===== config.mk =====
export PLATFORM = sky130hd
export DESIGN_NAME = audio_sd_stream_ctrl
export DESIGN_NICKNAME = d
export VERILOG_FILES = /design/src/rtl/audio_sd_pkg.sv /design/src/rtl/audio_sd_edge_sync.sv /design/src/rtl/audio_sd_stream_ctrl.sv
export SDC_FILE = /design/constraint.sdc
export NUM_CORES = 1
export LEC_CHECK = 0
export ABC_AREA = 1
export BUFFER_PORTS_ARGS = -buffer_cell sky130_fd_sc_hd__buf_2
export CORE_MARGIN = 8
export CORE_UTILIZATION = 45
export CTS_CLUSTER_SIZE = 16
export DETAILED_ROUTE_END_ITERATION = 10
export PLACE_DENSITY_LB_ADDON = 0.08
export SKIP_CTS_REPAIR_TIMING = 1
export SYNTH_ARGS = -nofsm -noshare
export SYNTH_HDL_FRONTEND = slang
export SYNTH_SLANG_ARGS = --single-unit

===== constraint.sdc =====
create_clock -name sd_clk -period 2.64 [get_ports sd_clk]
set_input_delay 0.264 -clock sd_clk [delete_from_list [all_inputs] [get_ports sd_clk]]
set_output_delay 0.264 -clock sd_clk [all_outputs]
set_load 0.05 [all_outputs]

===== src/rtl/audio_sd_pkg.sv =====
// Shared types and default constants for the SD-card audio sector streamer.
package audio_sd_pkg;

    typedef enum logic [2:0] {
        IDLE,
        ISSUE,
        WAIT_BUSY,
        READ,
        WAIT_SPACE
    } state_t;

    localparam int          SEC_WORDS_DEF  = 256;
    localparam logic [31:0] START_ADDR_DEF = 32'd8448;
    localparam logic [16:0] AUDIO_SEC_DEF  = 17'd104422;

endpackage


===== src/rtl/audio_sd_edge_sync.sv =====
// Two-stage synchroniser for the read-engine busy flag plus rise/fall pulses.
module audio_sd_edge_sync (
    input  logic clk,
    input  logic rst,
    input  logic din,
    output logic rise,
    output logic fall
);

    logic [2:0] sync;

    // Stages 0/1 synchronise, stage 2 holds the previous value for edge detection.
    always_ff @(posedge clk or posedge rst) begin
        if (rst) begin
            sync <= 3'b000;
        end else begin
            sync <= {sync[1:0], din};
        end
    end

    assign rise = sync[1] & ~sync[2];
    assign fall = ~sync[1] & sync[2];

endmodule


===== src/rtl/audio_sd_stream_ctrl.sv =====
// Sector-streaming controller feeding SD-card audio into the sample FIFO.
// Define AUDIO_SD_LOOP_EN for gapless looping back to START_ADDR at end of image.
module audio_sd_stream_ctrl
    import audio_sd_pkg::*;
#(
    parameter int                SEC_W      = 17,
    parameter logic [31:0]       START_ADDR = START_ADDR_DEF,
    parameter logic [SEC_W-1:0]  AUDIO_SEC  = SEC_W'(AUDIO_SEC_DEF),
    parameter int                FIFO_AW    = 10,
    parameter int                HI_WM      = 767,
    parameter int                SEC_WORDS  = SEC_WORDS_DEF
) (
    input  logic               sd_clk,
    input  logic               rst,
    input  logic               sd_init_done,
    input  logic               play_en,
    input  logic               stop,
    input  logic               rd_busy,
    input  logic               rd_val_en,
    input  logic [15:0]        rd_val_data,
    input  logic [FIFO_AW-1:0] fifo_wrusedw,
    output logic               rd_start_en,
    output logic [31:0]        rd_sec_addr,
    output logic               fifo_wr_en,
    output logic [15:0]        fifo_wr_data,
    output logic [SEC_W-1:0]   sec_cnt,
    output logic               play_done,
    output logic               err_short,
    output logic               err_ovf
);

    localparam int                 WC_W      = $clog2(SEC_WORDS + 1);
    localparam logic [WC_W-1:0]    WORDS_MAX = WC_W'(SEC_WORDS);
    localparam logic [FIFO_AW-1:0] HI_WM_V   = FIFO_AW'(HI_WM);

    state_t           state, next_state;
    logic [SEC_W-1:0] sec_next, sec_inc;
    logic [WC_W-1:0]  word_cnt;
    logic             busy_rise, busy_fall;
    logic             space_ok, at_end;
    logic             done_next, short_set;
    logic             stop_pend, stop_pend_next;

    audio_sd_edge_sync u_busy_sync (
        .clk  (sd_clk),
        .rst  (rst),
        .din  (rd_busy),
        .rise (busy_rise),
        .fall (busy_fall)
    );

    assign space_ok    = (fifo_wrusedw <= HI_WM_V);
    assign sec_inc     = sec_cnt + SEC_W'(1);
    assign at_end      = (sec_inc == AUDIO_SEC);
    assign rd_start_en = (state == ISSUE);

    // A stop seen while a sector is in flight is deferred to the busy fall so the
    // engine is never left mid-transfer.
    always_comb begin
        next_state     = state;
        sec_next       = sec_cnt;
        done_next      = 1'b0;
        short_set      = 1'b0;
        stop_pend_next = stop_pend;
        case (state)
            IDLE: begin
                if (stop) begin
                    sec_next = '0;
                end else if (sd_init_done && play_en && space_ok && (sec_cnt != AUDIO_SEC)) begin
                    next_state = ISSUE;
                end
            end
            ISSUE: begin
                if (stop) begin
                    next_state = IDLE;
                    sec_next   = '0;
                end else begin
                    next_state = WAIT_BUSY;
                end
            end
            WAIT_BUSY: begin
                if (stop) stop_pend_next = 1'b1;
                if (busy_rise) next_state = READ;
            end
            READ: begin
                if (stop) stop_pend_next = 1'b1;
                if (busy_fall) begin
                    short_set = (word_cnt < WORDS_MAX);
                    sec_next  = sec_inc;
                    if (stop || stop_pend) begin
                        next_state = IDLE;
                        sec_next   = '0;
                    end else if (at_end) begin
                        done_next = 1'b1;
`ifdef AUDIO_SD_LOOP_EN
                        sec_next   = '0;
                        next_state = WAIT_SPACE;
`else
                        next_state = IDLE;
`endif
                    end else if (!sd_init_done) begin
                        next_state = IDLE;
                    end else begin
                        next_state = WAIT_SPACE;
                    end
                end
            end
            WAIT_SPACE: begin
                if (stop) begin
                    next_state = IDLE;
                    sec_next   = '0;
                end else if (!sd_init_done) begin
                    next_state = IDLE;
                end else if (play_en && space_ok) begin
                    next_state = ISSUE;
                end
            end
            default: next_state = IDLE;
        endcase
        if (next_state == IDLE) stop_pend_next = 1'b0;
    end

    always_ff @(posedge sd_clk or posedge rst) begin
        if (rst) begin
            state       <= IDLE;
            sec_cnt     <= '0;
            play_done   <= 1'b0;
            stop_pend   <= 1'b0;
            err_short   <= 1'b0;
            err_ovf     <= 1'b0;
            rd_sec_addr <= '0;
        end else begin
            state     <= next_state;
            sec_cnt   <= sec_next;
            play_done <= done_next;
            stop_pend <= stop_pend_next;
            if (short_set) err_short <= 1'b1;
            if (rd_val_en && (&fifo_wrusedw)) err_ovf <= 1'b1;
            if ((next_state == ISSUE) && (state != ISSUE)) begin
                rd_sec_addr <= START_ADDR + 32'(sec_cnt);
            end
        end
    end

    // Data can arrive before the synchronised rise reaches the FSM, so WAIT_BUSY counts too.
    always_ff @(posedge sd_clk or posedge rst) begin
        if (rst) begin
            word_cnt <= '0;
        end else if (state == ISSUE) begin
            word_cnt <= '0;
        end else if ((state == READ) && busy_fall) begin
            word_cnt <= '0;
        end else if (rd_val_en && ((state == WAIT_BUSY) || (state == READ)) && (word_cnt != WORDS_MAX)) begin
            word_cnt <= word_cnt + WC_W'(1);
        end
    end

    always_ff @(posedge sd_clk or posedge rst) begin
        if (rst) begin
            fifo_wr_en   <= 1'b0;
            fifo_wr_data <= '0;
        end else begin
            fifo_wr_en   <= rd_val_en;
            fifo_wr_data <= {rd_val_data[7:0], rd_val_data[15:8]};
        end
    end

endmodule


## Word level (Yosys, flattened, before mapping)

Cells that the tools add are included.

| word-level totals | value |
|---|---|
| flip-flop bits (word level) | 85 |
| bits in latches | 0 |
| memories kept | 0 |
| memory bits (writable) | 0 |
| ROM bits | 0 |

| operators by class | value |
|---|---|
| add/sub/neg operators | 3 |
| reduce and logical (&&, ||, !) cells | 22 |
| div/mod/pow operators | 0 |
| equality and inequality tests | 11 |
| bitwise gates (word level) | 4 |
| shift-type cells | 0 |
| multiplexer cells | 28 |
| $lt $le $gt $ge | 2 |
| multiply operators | 0 |

Operators with widths:

| kind | number |
|---|---|
| 17-bit two-way mux | 3 |
| 17-bit case mux with 2 select lines | 1 |
| 3-bit two-way mux | 10 |
| 9-bit two-way mux | 3 |
| 14-bit by 17-bit adder with 18-bit output (first input constant) | 1 |
| 17-bit by 1-bit adder with 17-bit output (second input constant) | 1 |
| 17-bit equality test (second input constant) | 1 |
| 17-bit != test (second input constant) | 1 |
| 3-bit case mux with 5 select lines | 1 |
| 10-bit <= comparator (second input constant) | 1 |
| 10-bit AND reduction | 1 |
| 9-bit by 1-bit adder with 9-bit output (second input constant) | 1 |
| 1-bit logical AND | 9 |
| 9-bit less-than comparator (second input constant) | 1 |
| 1-bit two-way mux | 9 |
| 9-bit != test (second input constant) | 1 |
| 3-bit by 1-bit equality test with 1-bit output (second input constant) | 2 |
| 3-bit by 2-bit equality test with 1-bit output (second input constant) | 2 |
| 3-bit logical NOT | 2 |
| 2-bit nonzero test | 3 |
| 3-bit equality test (second input constant) | 1 |
| 3-bit by 1-bit != test with 1-bit output (second input constant) | 1 |
| 3-bit AND reduction | 1 |
| 3-bit nonzero test | 1 |
| 9 further kinds | 12 |

## Depth between registers and ports, before layout

| depth | value |
|---|---|
| word-level depth | 9 |
| depth in mapped cells | 15 |
| mapped depth without buffers | 15 |

## By module

A second synthesis with hierarchy kept.

| unflattened totals | value |
|---|---|
| cells, all modules | 401 |
| area total of the unflattened synthesis | 3,457.1 um^2 |

By module, submodules not included:

| module | instances | area each (um^2) | cells each | seq. area each (um^2) |
|---|---|---|---|---|
| audio_sd_stream_ctrl | 1 | 3,363.2 | 393 | 1,701.6 |
| audio_sd_edge_sync | 1 | 93.8 | 8 | 75.1 |

## Worst setup path after synthesis

No wires, ideal clock.

| timing | value |
|---|---|
| path kind | reg-to-reg |
| from | reg state[0] |
| to | reg word_cnt[5] |
| path slack | 234 ps |
| data arrival time | 2,287 ps |
| buffers on the path | 0 |
| stages on the path, launching flop included | 7 |
| data required time | 2,521 ps |
| clock period less this slack | 2,406 ps |
| setup time | 119 ps |
| cells stage by stage | dfrtp_1 inv_1 nor3_1 nor2_2 nand2_1 o21a_1 nor2_1 |

| on the way | value |
|---|---|
| elaborated cells on any way between the ends | 10 |
| those cells by class | 3 x eq/ne; 2 x mux; 5 x reduce/logical |

RTL lines:

| what | RTL line | source |
|---|---|---|
| start: declaration | audio_sd_stream_ctrl.sv:36 | `state_t state, next_state;` |
| start signal: assignment | audio_sd_stream_ctrl.sv:133 | `state <= next_state;` |
| 3-bit by 1-bit equality test with 1-bit output (*) | n/a |  |
| named net rd_start_en | audio_sd_stream_ctrl.sv:22 | `output logic rd_start_en,` |
| 3-bit nonzero test (no line) / 9-bit two-way mux (equally long branches) | n/a |  |
| end signal: assignment | audio_sd_stream_ctrl.sv:154 | `word_cnt <= word_cnt + WC_W'(1);` |
| end: declaration | audio_sd_stream_ctrl.sv:38 | `logic [WC_W-1:0] word_cnt;` |

The timed path passes the listed nets; every way through them passes the cells marked *.
A chain may end at the register's enable or synchronous reset.

## Worst setup path after layout

| timing | value |
|---|---|
| from | reg sec_cnt[8] |
| to | reg play_done |

| on the way | value |
|---|---|
| cells in the longest elaborated chain, start to end | 6 |

RTL lines:

| what | RTL line | source |
|---|---|---|
| start: declaration | audio_sd_stream_ctrl.sv:26 | `output logic [SEC_W-1:0] sec_cnt,` |
| start signal: assignment | audio_sd_stream_ctrl.sv:134 | `sec_cnt <= sec_next;` |
| 17-bit by 1-bit adder with 17-bit output | audio_sd_stream_ctrl.sv:53 | `assign sec_inc = sec_cnt + SEC_W'(1);` |
| 17-bit equality test | audio_sd_stream_ctrl.sv:54 | `assign at_end = (sec_inc == AUDIO_SEC);` |
| 1-bit two-way mux | audio_sd_stream_ctrl.sv:93 | `end else if (at_end) begin` |
| 1-bit two-way mux | audio_sd_stream_ctrl.sv:90 | `if (stop \|\| stop_pend) begin` |
| 1-bit two-way mux | audio_sd_stream_ctrl.sv:87 | `if (busy_fall) begin` |
| 1-bit two-way mux | audio_sd_stream_ctrl.sv:65 | `case (state)` |
| named net done_next | audio_sd_stream_ctrl.sv:41 | `logic done_next, short_set;` |
| end signal: assignment | audio_sd_stream_ctrl.sv:135 | `play_done <= done_next;` |
| end: declaration | audio_sd_stream_ctrl.sv:27 | `output logic play_done,` |

The timed path passes the listed nets, and every way through them passes these cells.

==> flow_summary.toml <==
[timing]
rsz0062_at_grt = "false"
clock_skew_ns = 0.00924
period_share_pct = 79.6
fin_crit_ns = 2.10
slew_violations = 0
fmax_mhz = 476
fin_setup_tns_ns = 0
finalHoldViolations = 8
setup_viol = 0
hold_ws_ns = -0.00537

[floorplan]
die_width_um = 103
initial_utilization_pct = 46.8
coreArea_mm2 = 0.00729
ios = 103
die_h_um = 103
die_area_mm2 = 0.0106
rows = 31

[clocking]
cts_htree_levels = 3
cts_made_buffers = 9
clock_latency_ns = 0.34
cts_tree = "built"
cts_sinks = 71
clk_pin_slew_ns = 0.07
cts-root-buf = "clkbuf_8"
cts_buffer_depth = 2

[power]
ir_drop_mv = 0.451
pwr-share-comb_pct = 24.3
p_switching_uw = 983
pwr-share-seq_pct = 42.4
leakage_nw = 2.04
intPower_mw = 1.94
clockPowerShare_pct = 33.3
p_per_area_mw_per_mm2 = 704
p_sw_share_pct = 33.6

[grt]
first_global_vias = 2817
antenna_found_initial = 0
track_usage_pct = 16.6
grt_overflow = 0
grt_max_degree = 72
grt_pass1_wl_um = 13600

[synthesis]
synth.distinct_cells = 35
synth.most_common_cell = "nand2_1"
synthArstFlopShare_pct = 100
synth_edf_count = 0
synthFlopType = "dfrtp_1"
synthCells = 389
synth_area_leader_cell = "dfrtp_1"
avgSynthCellArea_um2 = 8.78
ys_seq_area_share_pct = 52.0
ys_ff_latch = 71
synthTopCellsByArea = "dfrtp_1 52%, nand2_1 8.9%, inv_1 5.3%"
synth_top_area_share_pct = 52.0
synth_area_mm2 = 0.00342
synthTopCellsByCount = "81 x nand2_1, 71 x dfrtp_1, 48 x inv_1, 30 x nor2_1, 24 x o21ai_0"
yosys_warnings = 0

[run]
maxCapViolations = 0

[placed_design]
place.gp.congestion = 0.884
dpl.cell_count = 573
dp_hpwl_um = 6320
portBuffers = 88

[setup_path]
crit_path_start_kind = "flip-flop"
rr_endpoint = "play_done"
critPathCaptureType = "flip-flop"
cp_data_required_time_ns = 2.83
crit_fanout = 8
reg2reg_slack_ns = 0.54
critPathArrivalTime_ns = 2.30
rr_worst_depth = 9
path_class = "flip-flop to flip-flop"
r2r_start = "sec_cnt[8]"

[min_path]
worstHoldPathType = "input port to async pin"

[cells_and_area]
nNetsFinal = 524
n_antenna_cell = 0
fin_cells = 589
syn_to_final_growth_pct = 21.8
drive_above_1_share_pct = 26.3

[route]
drc = 0
ant_nets = 0
dr.pass1.iters = 4
routed_wl_um = 8400
drt_iter0_markers = 161
routed_via_density = 4.92
wl_per_cell_um = 14.3
routed-via-count = 2895

[run_status]
outcome = "finished, violations left"
violations = "negative hold slack"
## layout by cell type (no fill, tap or decap), types with 2 or more instances in the layout
cell         n
buf_2       88
nand2_1     81
dfrtp_1     71
inv_1       47
nor2_1      30
o21ai_0     24
nand3_1     20
o22ai_1     16
conb_1      14
nand4_1     12
clkbuf_8    11
xor2_1      10
nor2_2       9
nor3_1       9
inv_2        6
ha_1         6
nor4_1       5
a21oi_1      4
nor2_4       2
a31oi_1      2
nand2_2      2
o21ai_1      2
bufinv_16    2
clkinvlp_4   2
buf_4        2
## routing by layer
metal / wire (µm) / track usage (%) / vias to the layer above
met5: 0 / 0 / -
met4: 120 / 6.67 / 0
met3: 756 / 5.13 / 9
met2: 3530 / 24.5 / 114
met1: 3980 / 22.2 / 1325
li1: - / - / 1447
## worst max-delay path, stage by stage (launching register included)
cell     delay (ns)
dfrtp_1        0.51
ha_1           0.23
inv_1          0.08
nor2_1         0.22
nand2_1        0.10
xor2_1         0.20
inv_1          0.09
nor3_1         0.13
nand3_1        0.09
nor4_1         0.31
## final cells by class
type                            count  area, µm²
Sequential cell                    71       1780
Tap cell                           99        124
Multi-Input combinational cell    259       1350
Inverter                           53        199
Timing Repair Buffer               91        475
Fill cell                         709       3130
Clock inverter                      5       80.1
Clock buffer                       11        151
## registers in the layout, indices dropped and copies added (netlist names)
| signal | count |
|---|---|
| err_ovf | 1 |
| err_short | 1 |
| fifo_wr_data | 16 |
| fifo_wr_en | 1 |
| play_done | 1 |
| rd_sec_addr | 18 |
| sec_cnt | 17 |
| state | 3 |
| stop_pend | 1 |
| u_busy_sync.sync | 3 |
| word_cnt | 9 |
## power by group through the flow
stage / registers (mW) / clock network (mW) / logic [mW]
final: 1.24 / 0.976 / 0.710
after global routing: 1.26 / 1.05 / 0.771
after CTS: 1.24 / 1.02 / 0.710
after detailed placement: 1.26 / 0 / 0.707
after global placement: 1.26 / 0 / 0.698
after floorplan: 1.42 / 0 / 0.392
## kinds of logic (layout without fill, tap and decap cells)
logic type               Yosys count  in the layout  synth area share [%]
AO/OA/AOI/OAI                     53             53                  9.49
XOR/XNOR                          11             11                  2.82
adder cells (fa/ha/maj)            6              6                  2.20
buffers and inverters             72            160                  9.82
flip-flops                        71             71                  52.0
multiplexers                       2              2                 0.623
other                              1             14                 0.110
AND/OR/NAND/NOR                  173            173                  22.9
## per-stage QoR
stage | power (mW) | instance area [µm²] | setup slack [ns] | utilization [%]
after global placement | 1.96 | 3930 | 0.597 | 53.9
final | 2.93 | 4160 | 0.538 | 57.0
after global routing | 3.08 | 4160 | 0.301 | 57.0
after CTS | 2.97 | 4160 | 0.564 | 57.0
after detailed placement | 1.97 | 3930 | 0.627 | 53.9
after floorplan | 1.81 | 3460 | 0.234 | -
## worst max-delay path by stage
stage / from / end / cells past startpoint
after floorplan: state[0] / word_cnt[5] / 6
after global placement: sec_cnt[8] / play_done / 9
after detailed placement: sec_cnt[8] / play_done / 9
after CTS: sec_cnt[8] / play_done / 9
after global routing: sec_cnt[8] / play_done / 9
final: sec_cnt[8] / play_done / 9
Power figures use the tool's default switching activity.
